## config.mk

```make
export PLATFORM = sky130hd
export DESIGN_NAME = block_sync_rx
export DESIGN_NICKNAME = d
export VERILOG_FILES = /design/src/rtl/block_sync_rx_pkg.sv /design/src/rtl/block_sync_rx.sv
export SDC_FILE = /design/constraint.sdc
export NUM_CORES = 1
export LEC_CHECK = 0
export BUFFER_PORTS_ARGS = -buffer_cell sky130_fd_sc_hd__buf_4
export CAP_MARGIN = 10
export CORE_UTILIZATION = 58
export DETAILED_ROUTE_END_ITERATION = 10
export PLACE_DENSITY = 0.85
export SKIP_CTS_REPAIR_TIMING = 1
export SLEW_MARGIN = 10
export SYNTH_ARGS = -nofsm -noshare
export SYNTH_HDL_FRONTEND = slang
export SYNTH_SLANG_ARGS = --single-unit
```

## constraint.sdc

```tcl
create_clock -name clk -period 3.65 [get_ports clk]
set_input_delay 0.73 -clock clk [delete_from_list [all_inputs] [get_ports clk]]
set_output_delay 0.73 -clock clk [all_outputs]
set_load 0.01 [all_outputs]
```

## src/rtl/block_sync_rx_pkg.sv

```systemverilog
// Shared 64b/66b PCS definitions: sync header encodings, the block-sync
// state type and default window sizes, which the high-BER monitor also uses.
package block_sync_rx_pkg;

    // Legal 2-bit sync headers: data block and control block.
    localparam logic [1:0] SYNC_DATA = 2'b01;
    localparam logic [1:0] SYNC_CTRL = 2'b10;

    // Default test-window length and invalid-header threshold.
    localparam int DEF_CNT_N   = 64;
    localparam int DEF_INV_MAX = 16;

    // Block-lock controller states.
    typedef enum logic [1:0] {
        IDLE = 2'd0,
        TEST = 2'd1,
        SLIP = 2'd2,
        WAIT = 2'd3
    } block_sync_state_e;

    // A header is legal only when its two bits differ.
    function automatic logic sync_hdr_valid(input logic [1:0] head);
        return (head == SYNC_DATA) || (head == SYNC_CTRL);
    endfunction

    // Increment that sticks at all-ones instead of wrapping.
    function automatic logic [15:0] sat_inc16(input logic [15:0] value);
        if (value == 16'hFFFF) begin
            return value;
        end else begin
            return value + 16'd1;
        end
    endfunction

endpackage

```

## src/rtl/block_sync_rx.sv

```systemverilog
// Receive-side 64b/66b block-lock controller.
// Watches the sync header of every valid gearbox word, requests single-cycle
// slips until block boundaries are found, then drops lock when too many bad
// headers appear in one test window.
// Optional build macro BLOCK_SYNC_STATS_EN adds a saturating slip counter on
// slip_cnt_o; without it slip_cnt_o is constant zero.
module block_sync_rx
    import block_sync_rx_pkg::*;
#(
    parameter int HEAD_W    = 2,
    parameter int CNT_N     = DEF_CNT_N,
    parameter int INV_MAX   = DEF_INV_MAX,
    parameter int SLIP_WAIT = 2
) (
    input  logic              clk,
    input  logic              reset,
    input  logic              signal_ok_i,
    input  logic              valid_i,
    input  logic [HEAD_W-1:0] head_i,
    output logic              slip_v_o,
    output logic              lock_o,
    output logic [15:0]       slip_cnt_o
);

    localparam int SH_W   = (CNT_N > 1) ? $clog2(CNT_N) : 1;
    localparam int INV_W  = $clog2(INV_MAX + 1);
    localparam int WAIT_W = (SLIP_WAIT > 1) ? $clog2(SLIP_WAIT) : 1;

    localparam logic [SH_W-1:0]   SH_LAST   = SH_W'(CNT_N - 1);
    localparam logic [INV_W-1:0]  INV_LIMIT = INV_W'(INV_MAX);
    localparam logic [WAIT_W-1:0] WAIT_LOAD = WAIT_W'(SLIP_WAIT - 1);

    block_sync_state_e  state_r;
    logic [SH_W-1:0]    sh_cnt_r;
    logic [INV_W-1:0]   inv_cnt_r;
    logic [WAIT_W-1:0]  wait_cnt_r;

    logic               head_ok_s;
    logic               window_end_s;
    logic [INV_W-1:0]   inv_next_s;
    logic               inv_limit_s;

    // Header decode and window/threshold comparisons for the current word.
    always_comb begin
        head_ok_s    = sync_hdr_valid(head_i[1:0]);
        window_end_s = (sh_cnt_r == SH_LAST);
        inv_next_s   = inv_cnt_r + INV_W'(1);
        if (!head_ok_s) begin
            inv_limit_s = (inv_next_s == INV_LIMIT);
        end else begin
            inv_limit_s = 1'b0;
        end
    end

    // Lock FSM with window counters and registered lock/slip outputs.
    always_ff @(posedge clk or posedge reset) begin
        if (reset) begin
            state_r    <= IDLE;
            sh_cnt_r   <= '0;
            inv_cnt_r  <= '0;
            wait_cnt_r <= '0;
            lock_o     <= 1'b0;
            slip_v_o   <= 1'b0;
        end else if (!signal_ok_i) begin
            // Losing the PMA signal abandons lock and any slip in flight.
            state_r    <= IDLE;
            sh_cnt_r   <= '0;
            inv_cnt_r  <= '0;
            wait_cnt_r <= '0;
            lock_o     <= 1'b0;
            slip_v_o   <= 1'b0;
        end else begin
            // The slip request is a one-cycle pulse unless re-armed below.
            slip_v_o <= 1'b0;
            case (state_r)
                IDLE: begin
                    if (valid_i) begin
                        state_r   <= TEST;
                        sh_cnt_r  <= '0;
                        inv_cnt_r <= '0;
                    end
                end

                TEST: begin
                    if (valid_i) begin
                        if (!lock_o) begin
                            // Hunting: any bad header means the boundary is wrong.
                            if (!head_ok_s) begin
                                state_r   <= SLIP;
                                slip_v_o  <= 1'b1;
                                sh_cnt_r  <= '0;
                                inv_cnt_r <= '0;
                            end else if (window_end_s) begin
                                lock_o    <= 1'b1;
                                sh_cnt_r  <= '0;
                                inv_cnt_r <= '0;
                            end else begin
                                sh_cnt_r  <= sh_cnt_r + SH_W'(1);
                            end
                        end else begin
                            // Locked: the bad-header count is applied before
                            // the window-end decision, so a bad last header
                            // can still drop lock.
                            if (inv_limit_s) begin
                                lock_o    <= 1'b0;
                                state_r   <= SLIP;
                                slip_v_o  <= 1'b1;
                                sh_cnt_r  <= '0;
                                inv_cnt_r <= '0;
                            end else if (window_end_s) begin
                                sh_cnt_r  <= '0;
                                inv_cnt_r <= '0;
                            end else begin
                                sh_cnt_r  <= sh_cnt_r + SH_W'(1);
                                if (!head_ok_s) begin
                                    inv_cnt_r <= inv_next_s;
                                end
                            end
                        end
                    end
                end

                SLIP: begin
                    // Pulse cycle; the gearbox realigns during WAIT.
                    state_r    <= WAIT;
                    wait_cnt_r <= WAIT_LOAD;
                end

                WAIT: begin
                    if (valid_i) begin
                        if (wait_cnt_r == '0) begin
                            state_r   <= TEST;
                            sh_cnt_r  <= '0;
                            inv_cnt_r <= '0;
                        end else begin
                            wait_cnt_r <= wait_cnt_r - WAIT_W'(1);
                        end
                    end
                end

                default: begin
                    state_r    <= IDLE;
                    sh_cnt_r   <= '0;
                    inv_cnt_r  <= '0;
                    wait_cnt_r <= '0;
                    lock_o     <= 1'b0;
                end
            endcase
        end
    end

`ifdef BLOCK_SYNC_STATS_EN
    logic [15:0] slip_cnt_r;

    // Saturating slip statistic; only a hard reset clears it.
    always_ff @(posedge clk or posedge reset) begin
        if (reset) begin
            slip_cnt_r <= 16'h0000;
        end else if (slip_v_o) begin
            slip_cnt_r <= sat_inc16(slip_cnt_r);
        end
    end

    assign slip_cnt_o = slip_cnt_r;
`else
    assign slip_cnt_o = 16'h0000;
`endif

endmodule

```

# ---- After elaboration in Yosys (flattened, before gate mapping)
# Cells that the tools add are included.
dict set report totals {
  input_bits 6
  reg_bits 16
  out_inout_bits 18
  wordCells 84
}
dict set report classes {
  n_eq_ne 19
  muxes 49
  add_sub_neg 3
  n_reduce_logical 7
}
# cell count
set ops {}
lappend ops {{2-to-1 mux 5 bit} 11}
lappend ops {{2-to-1 mux 6 bit} 9}
lappend ops {{one-hot mux 6 bit (3 select lines)} 1}
lappend ops {{2-to-1 mux 1 bit} 17}
lappend ops {{2-to-1 mux 2 bit} 8}
lappend ops {{one-hot mux 5 bit (3 select lines)} 1}
lappend ops {{!= test 3 bit (second input constant)} 4}
lappend ops {{!= test 5 bit (second input constant)} 2}
lappend ops {{!= test 4 bit (second input constant)} 2}
lappend ops {{one-hot mux 2 bit (4 select lines)} 1}
lappend ops {{AND reduction 7 bit} 1}
lappend ops {{adder 6 x 1 -> 6 bit (second input constant)} 1}
lappend ops {{== test 2 bit (second input constant)} 3}
lappend ops {{== test 6 bit (second input constant)} 1}
lappend ops {{AND reduction 6 bit} 1}
lappend ops {{adder 5 x 1 -> 5 bit (second input constant)} 1}
lappend ops {{== test 5 bit (second input constant)} 1}
lappend ops {{AND reduction 5 bit} 1}
lappend ops {{== test 2 x 1 -> 1 bit (second input constant)} 2}
lappend ops {{!= test 2 x 1 -> 1 bit (second input constant)} 2}
lappend ops {{!= test 4 x 1 -> 1 bit (second input constant)} 1}
lappend ops {{AND reduction 2 bit} 2}
lappend ops {{!= test 3 x 1 -> 1 bit (second input constant)} 1}
lappend ops {{logical NOT 2 bit} 1}
lappend ops {{other kinds (3)} 3}

# ---- Logic depth before layout (Yosys ltp)
# Gate-level depths: netlist of the first run.
dict set report logic_depth {
  word_depth 9
  mapped_depth 7
  depth_no_buf 7
}

# ---- Worst setup path after synthesis of the first run
# No wires, ideal clock.
dict set report synth_timing {
  kind {input-to-reg}
  from {in head_i[1]}
  to {reg sh_cnt_r[4]}
  path_buffers 0
  arrival_time_ps 1804
  cell_stages 5
  path_slack_ps 1725
  t_required_ps 3529
  setup_time_ps 121
  path_cell_list {xnor2_2 -> and3_4 -> a41oi_4 -> a41o_1 -> a22o_1}
}
dict set report synth_via {
  elab_chain_cells 8
  elab_cells_between_ends 10
  classes_between {2 x eq/ne; 7 x mux; 1 x reduce/logical}
}
# item line_no
set synth_lines {}
lappend synth_lines {{from (decl)} block_sync_rx.sv:19} ;# input logic [HEAD_W-1:0] head_i,
lappend synth_lines {{== test 2 x 1 -> 1 bit / == test 2 bit (equally long branches)} block_sync_rx_pkg.sv:23} ;# return (head == SYNC_DATA) || (head == SYNC_CTRL);
lappend synth_lines {{logical OR 1 bit *} block_sync_rx_pkg.sv:23}
lappend synth_lines {{2-to-1 mux 1 bit} block_sync_rx.sv:48} ;# if (!head_ok_s) begin
lappend synth_lines {{2-to-1 mux 6 bit} block_sync_rx.sv:104} ;# if (inv_limit_s) begin
lappend synth_lines {{2-to-1 mux 6 bit *} block_sync_rx.sv:86} ;# if (!lock_o) begin
lappend synth_lines {{2-to-1 mux 6 bit *} block_sync_rx.sv:85} ;# if (valid_i) begin
lappend synth_lines {{one-hot mux 6 bit (3 select lines) *} block_sync_rx.sv:75} ;# case (state_r)
lappend synth_lines {{2-to-1 mux 6 bit *} block_sync_rx.sv:64} ;# end else if (!signal_ok_i) begin
lappend synth_lines {{to (signal assigned)} block_sync_rx.sv:98} ;# sh_cnt_r <= sh_cnt_r + SH_W'(1);
lappend synth_lines {{to (signal assigned)} block_sync_rx.sv:114} ;# sh_cnt_r <= sh_cnt_r + SH_W'(1);
lappend synth_lines {{to (decl)} block_sync_rx.sv:34} ;# logic [SH_W-1:0] sh_cnt_r;
# Every way passes the cells marked *; elsewhere a longest branch is shown, timed or not. The select of a mux whose other input is x is not followed.
# A chain may end at the register's enable or synchronous reset.

# ---- Worst setup path after layout of the first run
dict set report layout_timing {
  from {reg state_r[1]}
  to {reg inv_cnt_r[1]}
}
dict set report layout_via {
  elab_chain_cells 3
  elab_cells_between_ends 13
  classes_between {9 x eq/ne; 2 x mux; 2 x reduce/logical}
}
# item line_no
set layout_lines {}
lappend layout_lines {{from (decl)} block_sync_rx.sv:33} ;# block_sync_state_e state_r;
lappend layout_lines {{from (signal assigned)} block_sync_rx.sv:58} ;# state_r <= IDLE;
lappend layout_lines {{from (signal assigned)} block_sync_rx.sv:66} ;# state_r <= IDLE;
lappend layout_lines {{from (signal assigned)} block_sync_rx.sv:78} ;# state_r <= TEST;
lappend layout_lines {{== test 2 x 1 -> 1 bit, or another cell as far along} block_sync_rx.sv:75}
lappend layout_lines {{!= test 5 bit (no source line), or another cell as far along} --}
lappend layout_lines {{AND reduction 7 bit (no source line) / 2-to-1 mux 5 bit (equally long branches)} --}
lappend layout_lines {{to (signal assigned)} block_sync_rx.sv:116} ;# inv_cnt_r <= inv_next_s;
lappend layout_lines {{to (decl)} block_sync_rx.sv:35} ;# logic [INV_W-1:0] inv_cnt_r;
# Parallel ways exist; a longest one is shown, timed or not.

==> results of run 1 <==
[cells in the final DEF (no fill, tap or decap), types with 2 or more instances in the layout]
cell / count
nand2_1: 14
xnor2_2: 2
o22ai_1: 2
nand4b_1: 2
conb_1: 16
mux2i_1: 2
clkbuf_4: 3
nand4_1: 2
nand2b_1: 3
a21oi_1: 2
inv_1: 7
buf_4: 7
nor2_1: 4
xor2_1: 2
nand3_1: 9
o211ai_1: 4
o21ai_0: 8
nor3_1: 2
ha_1: 7
dfrtp_1: 16
[worst min-delay path by stage]
stage	startpoint	endpoint	slack (ns)	depth (start not counted)
finish	reset	sh_cnt_r[2]	0.51	2
detailed placement	sh_cnt_r[1]	sh_cnt_r[1]	0.51	1
global placement	sh_cnt_r[0]	sh_cnt_r[0]	0.51	1
CTS	sh_cnt_r[1]	sh_cnt_r[1]	0.53	1
global route	reset	sh_cnt_r[0]	0.56	2
floorplan	sh_cnt_r[0]	sh_cnt_r[0]	0.48	1
[worst max-delay path: stages (launching register included)]
cell and delay, ns:
dfrtp_1 0.41, inv_1 0.10, ha_1 0.30, nor3_1 0.14, o21a_4 0.27, nor3_4 0.22
nand4_1 0.20, o21ai_0 0.21
[registers in the layout (all words and copies together) (netlist names)]
register,cells
inv_cnt_r,5
lock_o,1
sh_cnt_r,6
slip_v_o,1
state_r,2
wait_cnt_r,1
[layer usage]
| layer | global-route usage, % | up-vias | routed length, um |
|---|---|---|---|
| li1 | - | 422 | - |
| met1 | 25.49 | 395 | 905 |
| met2 | 34.72 | 14 | 930 |
| met3 | 2.308 | 5 | 42 |
| met4 | 6.857 | 0 | 35 |
| met5 | 0 | - | 0 |
[metrics by stage]
stage          instances  power [mW]  cell area [um^2]
2_1_floorplan        140      0.3572              1226
3_3_place_gp         154      0.3764              1180
3_5_place_dp         154      0.3823              1180
4_1_cts              157      0.4770              1202
5_1_grt              157      0.5039              1202
6_report             157      0.4709              1202
[where the power goes]
part | internal [mW] | switching (mW)
logic | 0.0662 | 0.102
registers | 0.195 | 0.0152
clock network | 0.0384 | 0.0541
[layout make-up]
cell class | instances | area (um^2) | area share [%]
repair buffers | 7 | 52.55 | 4.370
clock buffers | 3 | 22.52 | 1.873
multi-input cells | 99 | 669.4 | 55.67
flip-flops and latches | 16 | 400.4 | 33.30
well taps | 25 | 31.28 | 2.601
inverters | 7 | 26.28 | 2.185
[cells by family (layout without fill, tap and decap cells)]
kind of cell             Yosys count  after routing  synth area share, %
adder cells (fa/ha/maj)            7              7                7.486
other                              1             16               0.3205
multiplexers                       2              2                1.711
flip-flops                        16             16                34.22
AND/OR/NAND/NOR                   44             44                20.64
AO/OA/AOI/OAI                     25             25                17.22
buffers and inverters             25             17                13.37
XOR/XNOR                           5              5                5.027
==> flow_summary.ini, run 1 <==
[status]
run_status = finished, final reports clean

[yosys]
netlist_area_um2 = 1170
synthTopCellsByArea = dfrtp_1, buf_4, ha_1
ys_types = 39
yosys-top-cells-count = buf_4, dfrtp_1, nand2_1
synth_top_area_share_pct = 34.22
yosys.area.top_type = dfrtp_1
synthFlopType = dfrtp_1
ys_ff_latch = 16
synth_edf_count = 0
syn_inst = 125
synthArstFlopShare_pct = 100.0
avgSynthCellArea_um2 = 9.359
synth_warnings = 0
yosysSeqAreaShare_pct = 34.22

[finish]
area_growth_pct = 2.780
fill_cells = 157
nNetsFinal = 147
antenna_cells = 0
drive_above_1_share_pct = 15.91
final_util_pct = 66.74

[timing]
fin_crit_sh_pct = 53.09
rsz0062_at_grt = no
maxSlewViolCount = 0
fin_skew_ns = 0.004676
setup_violations = 0
hold_violations = 0
min_period_ns = 1.938
hold_ws_ns = 0.5108
fmax_ghz = 0.5161
tightest_slew_ns = 0.6184
slew_headroom_pct = 58.73
setup_ws_ns = 1.712
final.setup.tns_ns = 0

[placed_design]
port_buffers = 7
place_ws_ns = 1.497
dp_hpwl_um = 1488
globalplace.congestion = 0.7761

[worst_setup_path]
crit_path_end_kind = flip-flop
r2r_start = state_r[1]
worstPathRequired_ns = 3.85
r2r_cells = 7
crit_fanout = 8
worstSetupPathType = flip-flop to flip-flop
r2r_end = inv_cnt_r[1]
arrival_ns = 2.14
startpoint = state_r[1]
setup.reg_to_reg.worst_slack_ns = 1.71
critPathCapture = inv_cnt_r[1]
start_kind = flip-flop

[die]
start_util_pct = 64.93
io-pin-count = 24
fp.dieH_um = 46.91
core_area_um2 = 1802
dieWidth_um = 46.91
placementRows = 15
dieArea_um2 = 2201

[global_routing]
grt_pass1_vias = 765
grt.total_usage_pct = 19.89
antenna_found_initial = 0
grt_max_degree = 17
grt_pass1_wl_um = 3098
overflow = 0

[clocking]
cts_buffer_depth = 2
clk_latency_ns = 0.29
cts_sinks = 16
cts_buffers = 3
clk_transition_reported_paths_ns = 0.09
htree_levels = 1
root_buffer = clkbuf_4
cts_tree = built

[drt]
wirelength_um = 1913
final_antenna_net_count = 0
first_pass_iters = 4
drt_iter0_markers = 27
viasPerCell = 5.325
wl_per_cell_um = 12.18
vias = 836
drc_errors = 0

[job]
cap_violations = 0

[worst_hold_path]
hp-class = input port to asynchronous set/reset pin

[pwr]
p_leak_nw = 0.5375
vdd_ir_drop_max_v = 0.0002773
power.density_nw_per_um2 = 391.6
No activity file was read; power rests on OpenSTA's default activity.
==> inputs of run 2 (changes only) <==
--- a/config.mk
+++ b/config.mk
@@ -5,11 +5,12 @@
 export SDC_FILE = /design/constraint.sdc
 export NUM_CORES = 1
 export LEC_CHECK = 0
+export ABC_AREA = 1
 export BUFFER_PORTS_ARGS = -buffer_cell sky130_fd_sc_hd__buf_4
 export CAP_MARGIN = 10
-export CORE_UTILIZATION = 58
+export CORE_UTILIZATION = 54
 export DETAILED_ROUTE_END_ITERATION = 10
-export PLACE_DENSITY = 0.85
+export PLACE_DENSITY = 0.79
 export SKIP_CTS_REPAIR_TIMING = 1
 export SLEW_MARGIN = 10
 export SYNTH_ARGS = -nofsm -noshare
==> constraint.sdc (replaced) <==
create_clock -name clk -period 1.95 [get_ports clk]
set_input_delay 0.39 -clock clk [delete_from_list [all_inputs] [get_ports clk]]
set_output_delay 0.39 -clock clk [all_outputs]
set_load 0.01 [all_outputs]
==> flow_summary.ini, run 2 <==
[worst_setup_path]
setup.reg_to_reg.worst_slack_ns = 0.30
start_kind = flip-flop
r2r_end = sh_cnt_r[5]
path_cells = ha_1 -> nor2_1 -> nand2_1 -> nand2_1 -> nand4_1 -> nor3_1 -> nand2_1 -> nand2_1
arrival_ns = 1.88
r2r_cells = 8
path_common_cell = nand2_1
crit_fanout = 6
path_buf_inv = 0
crit_slowest_cell = dfrtp_1
cp_slowest_stage_delay_ns = 0.43
worstPathRequired_ns = 2.18
r2r_start = state_r[0]
cpLargestDelayFamily = simple AND/OR/NAND/NOR gates
crit_path_end_kind = flip-flop
worstSetupPathType = flip-flop to flip-flop

[yosys]
yosys.area.top_type = dfrtp_1
synth_edf_count = 0
synthFlopType = dfrtp_1
syn_inst = 170
synthArstFlopShare_pct = 100.0
yosysSeqAreaShare_pct = 32.75
synth_top_area_share_pct = 32.75
ys_types = 22
yosys-top-cells-count = nand2_1, inv_1, buf_4, dfrtp_1, nor2_1
avgSynthCellArea_um2 = 7.191
netlist_area_um2 = 1222
synthTopCellsByArea = dfrtp_1, nand2_1, buf_4
ys_ff_latch = 16
synth_warnings = 0
yosysMostFrequentCell = nand2_1

[clocking]
cts_buffer_depth = 2
cts_sinks = 16
clk_transition_reported_paths_ns = 0.09
root_buffer = clkbuf_4
htree_levels = 1
cts_buffers = 3
clk_latency_ns = 0.29
cts_tree = built

[timing]
hold_violations = 0
setup_violations = 0
min_period_ns = 1.646
tightest_slew_ns = 0.6098
rsz0062_at_grt = no
slew_headroom_pct = 59.30
final.setup.tns_ns = 0
fmax_ghz = 0.6076
fin_crit_sh_pct = 84.39
fin_skew_ns = 0.003386
maxSlewViolCount = 0
setup_ws_ns = 0.3043

[job]
cap_violations = 0

[placed_design]
dp_hpwl_um = 1717
globalplace.congestion = 0.8368
dp_cells = 203
port_buffers = 7
place_ws_ns = 0.3196

[drt]
drc_errors = 0
wl_per_cell_um = 10.56
drt_iter0_markers = 13
wirelength_um = 2185
final_antenna_net_count = 0
first_pass_iters = 4
vias = 1026
viasPerCell = 4.957

[finish]
fill_cells = 200
largest_register_ffs = 6
antenna_cells = 0
regMostFlops = sh_cnt_r
layout_commonest_cell = nand2_1
top_regs = sh_cnt_r: 6 flops, inv_cnt_r: 5 flops, state_r: 2 flops
final_util_pct = 62.75
instances_no_fill = 207
area_growth_pct = 4.811
nNetsFinal = 194
final_cell_mix = nand2_1, inv_1, conb_1, dfrtp_1, nor2_1
drive_above_1_share_pct = 11.11

[die]
io-pin-count = 24
fp.dieH_um = 49.58
core_area_um2 = 2042
placementRows = 16
start_util_pct = 59.87
dieWidth_um = 49.58
dieArea_um2 = 2458

[global_routing]
grt.total_usage_pct = 19.99
grt_pass1_wl_um = 3795
antenna_found_initial = 0
grt_max_degree = 17
grt_pass1_vias = 973
overflow = 0

[status]
run_status = finished, final reports clean

[pwr]
vdd_ir_drop_max_v = 0.0005931
power.density_nw_per_um2 = 709.5
p_leak_nw = 0.7030
finalPower_mw = 0.9090

[worst_hold_path]
hp-class = input port to asynchronous set/reset pin
[run 2: cell types whose count changed in the layout (fill, tap and decap cells not counted), sizes merged, moves of 3 or more]
cell and delta:
nand2 +44, nor2 +12, o211ai -4, nand2b -3, nand3 +6, inv +12
[run 2: final cells by class]
| cell class | count | area, um^2 | area share [%] |
|---|---|---|---|
| flip-flops and latches | 16 | 400.4 | 31.25 |
| multi-input cells | 134 | 686.9 | 53.61 |
| inverters | 19 | 71.32 | 5.566 |
| repair buffers | 7 | 52.55 | 4.102 |
| well taps | 27 | 33.78 | 2.637 |
| clock buffers | 4 | 36.28 | 2.832 |
[run 2: kinds of logic (layout without fill, tap and decap cells)]
family | after synthesis | in the layout | share of synthesized area [%]
fa+ha+maj | 7 | 7 | 7.164
flops | 16 | 16 | 32.75
other cells | 1 | 16 | 0.3068
xor+xnor | 3 | 3 | 2.150
buf+inv | 35 | 30 | 15.66
simple gates | 98 | 98 | 37.87
compound gates | 10 | 10 | 4.094
[run 2: worst max path at each step]
stage	cells after the start	slack [ns]	to	from
final	8	0.30	sh_cnt_r[5]	state_r[0]
after global routing	8	0.11	sh_cnt_r[2]	state_r[0]
after CTS	8	0.30	sh_cnt_r[5]	state_r[0]
after detailed placement	10	0.32	sh_cnt_r[5]	inv_cnt_r[0]
after global placement	10	0.39	sh_cnt_r[5]	inv_cnt_r[0]
after floorplan	9	0.49	inv_cnt_r[2]	state_r[0]
[run 2: report_power, final]
group          switching (mW)  internal [mW]  leakage, nW  total [mW]
sequential             0.0325          0.362        0.221       0.394
combinational           0.200         0.0932        0.461       0.293
clock                   0.108          0.114       0.0210       0.222
[run 2: metal layers]
layer  track usage [%]  up-vias  part of all wire [%]
li1                  -      520                     -
met1             22.90      468                    45
met2             34.91       36                    50
met3             4.938        2                   4.6
met4             8.571        0                  0.41
met5                 0        -                     0
[run 2: metrics by stage]
step	hold WS (ns)	cell area, um^2
2_1_floorplan	0.3037	1279
3_3_place_gp	0.4939	1245
3_5_place_dp	0.4868	1245
4_1_cts	0.1818	1281
5_1_grt	0.2297	1281
6_report	0.1620	1281
==> inputs of run 3 (changes only) <==
--- a/config.mk
+++ b/config.mk
@@ -8,9 +8,9 @@
 export ABC_AREA = 1
 export BUFFER_PORTS_ARGS = -buffer_cell sky130_fd_sc_hd__buf_4
 export CAP_MARGIN = 10
-export CORE_UTILIZATION = 54
+export CORE_UTILIZATION = 49
 export DETAILED_ROUTE_END_ITERATION = 10
-export PLACE_DENSITY = 0.79
+export PLACE_DENSITY = 0.76
 export SKIP_CTS_REPAIR_TIMING = 1
 export SLEW_MARGIN = 10
 export SYNTH_ARGS = -nofsm -noshare
==> constraint.sdc (replaced) <==
create_clock -name clk -period 1.4 [get_ports clk]
set_input_delay 0.28 -clock clk [delete_from_list [all_inputs] [get_ports clk]]
set_output_delay 0.28 -clock clk [all_outputs]
set_load 0.01 [all_outputs]
==> flow_summary.ini, run 3 (same netlist as run 2, synthesis figures left out) <==
[status]
run_status = complete, but fails checks
violations = negative hold slack, negative setup slack

[timing]
fin_crit_sh_pct = 114.3
hold_ws_ns = -0.006801
fmax_ghz = 0.6250
final.setup.tns_ns = -1.457
maxSlewViolCount = 0
min_period_ns = 1.600
setup_ws_ns = -0.2001
fin_skew_ns = 0.0009646
rsz0062_at_grt = yes
setup_violations = 14
hold_violations = 16

[worst_setup_path]
crit_slowest_cell = dfrtp_2
cp_slowest_stage_delay_ns = 0.46
worstPathRequired_ns = 1.63
arrival_ns = 1.83
crit_fanout = 6
crit_path_end_kind = flip-flop
path_common_cell = nand2_1
start_kind = flip-flop
worstSetupPathType = flip-flop to flip-flop
path_cells = inv_2 -> ha_2 -> nand2_1 -> inv_1 -> nand4_1 -> buf_6 -> nor3_2 -> nand2_1 -> nand2_1
path_buf_inv = 3
cpLargestDelayFamily = simple AND/OR/NAND/NOR gates

[placed_design]
globalplace.congestion = 0.8512
dp_hpwl_um = 1973
place_ws_ns = -0.2324
port_buffers = 7
dp_cells = 218

[finish]
seq_area_um2 = 402.9
drive_above_1_share_pct = 35.03
nNetsFinal = 212
final_cell_mix = nand2_1, buf_4, conb_1, inv_1, dfrtp_1
top_regs = sh_cnt_r: 6 flops, inv_cnt_r: 5 flops, state_r: 2 flops
multiInputGateArea_um2 = 848.3
regMostFlops = sh_cnt_r
area_growth_pct = 29.07
final_util_pct = 69.32
largest_register_ffs = 6
fill_cells = 162
instances_no_fill = 225
antenna_cells = 0
layout_commonest_cell = nand2_1

[drt]
drc_errors = 0
wirelength_um = 2857
final_antenna_net_count = 0
vias = 1162
first_pass_iters = 4
viasPerCell = 5.164
drt_iter0_markers = 26
wl_per_cell_um = 12.70

[global_routing]
grt.total_usage_pct = 22.06
grt_pass1_wl_um = 4409
grt_pass1_vias = 1066
antenna_found_initial = 0
grt_max_degree = 17
overflow = 0

[pwr]
vdd_ir_drop_max_v = 0.001011
power.density_nw_per_um2 = 960.8
p_leak_nw = 0.7945
finalPower_mw = 1.516

[die]
fp.dieH_um = 51.95
dieArea_um2 = 2698
core_area_um2 = 2276
placementRows = 17
dieWidth_um = 51.95
start_util_pct = 53.71
io-pin-count = 24

[clocking]
cts_buffer_depth = 2
cts_sinks = 16
clk_latency_ns = 0.29
clk_transition_reported_paths_ns = 0.09
htree_levels = 1
cts_buffers = 3
cts_tree = built
root_buffer = clkbuf_4

[job]
cap_violations = 0

[worst_hold_path]
hp-class = input port to asynchronous set/reset pin
[run 3: cell count changes in the layout (fill, tap and decap cells not counted), moves of 4 or more]
cell,change
nand2_1,-12
ha_1,-5
nand2_2,+9
nor3_2,+4
nor3_1,-4
buf_4,+16
[run 3: layout make-up]
class,instances,area share [%]
Tap cell,28,2.220
Timing Repair Buffer,25,12.37
Sequential cell,16,25.54
Multi-Input combinational cell,134,53.77
Inverter,19,4.679
Clock buffer,3,1.427
[run 3: final timing paths]
check | start | end | slack [ns] | depth (start not counted)
worst max-delay path | state_r[1] | sh_cnt_r[2] | -0.20 | 9
worst min-delay path | reset | inv_cnt_r[2] | -0.007 | 3
worst max register to register | state_r[1] | sh_cnt_r[2] | -0.20 | 9
worst min register to register | inv_cnt_r[4] | inv_cnt_r[4] | 0.54 | 2
max in group asynchronous | reset | state_r[1] | 1.21 | 3
min in group clk | valid_i | slip_v_o | 0.28 | 3
[run 3: per-layer routing]
metal / up-vias / GRT usage, % / routed length, um
li1: 557 / - / -
met1: 542 / 24.82 / 1052
met2: 56 / 39.96 / 1588
met3: 7 / 3.216 / 166
met4: 0 / 10.81 / 49
met5: - / 0 / 0
[run 3: where the power goes]
group	leakage, nW	total (mW)	internal, mW	switching (mW)
Clock	0.0138	0.250	0.100	0.149
Sequential	0.218	0.560	0.508	0.0519
Combinational	0.563	0.706	0.287	0.420
Total	0.795	1.52	0.895	0.621
[run 3: stage by stage]
stage / hold slack, ns / cell area [um^2]
2_1_floorplan: 0.1937 / 1296
3_3_place_gp: 0.3107 / 1369
3_5_place_dp: 0.3124 / 1369
4_1_cts: -0.001848 / 1391
5_1_grt: 0.03332 / 1578
6_report: -0.006801 / 1578
[run 3: tightest hold or removal path, cell delays in order]
cell and delay (ns):
buf_4 0.10, inv_1 0.04, buf_4 0.23
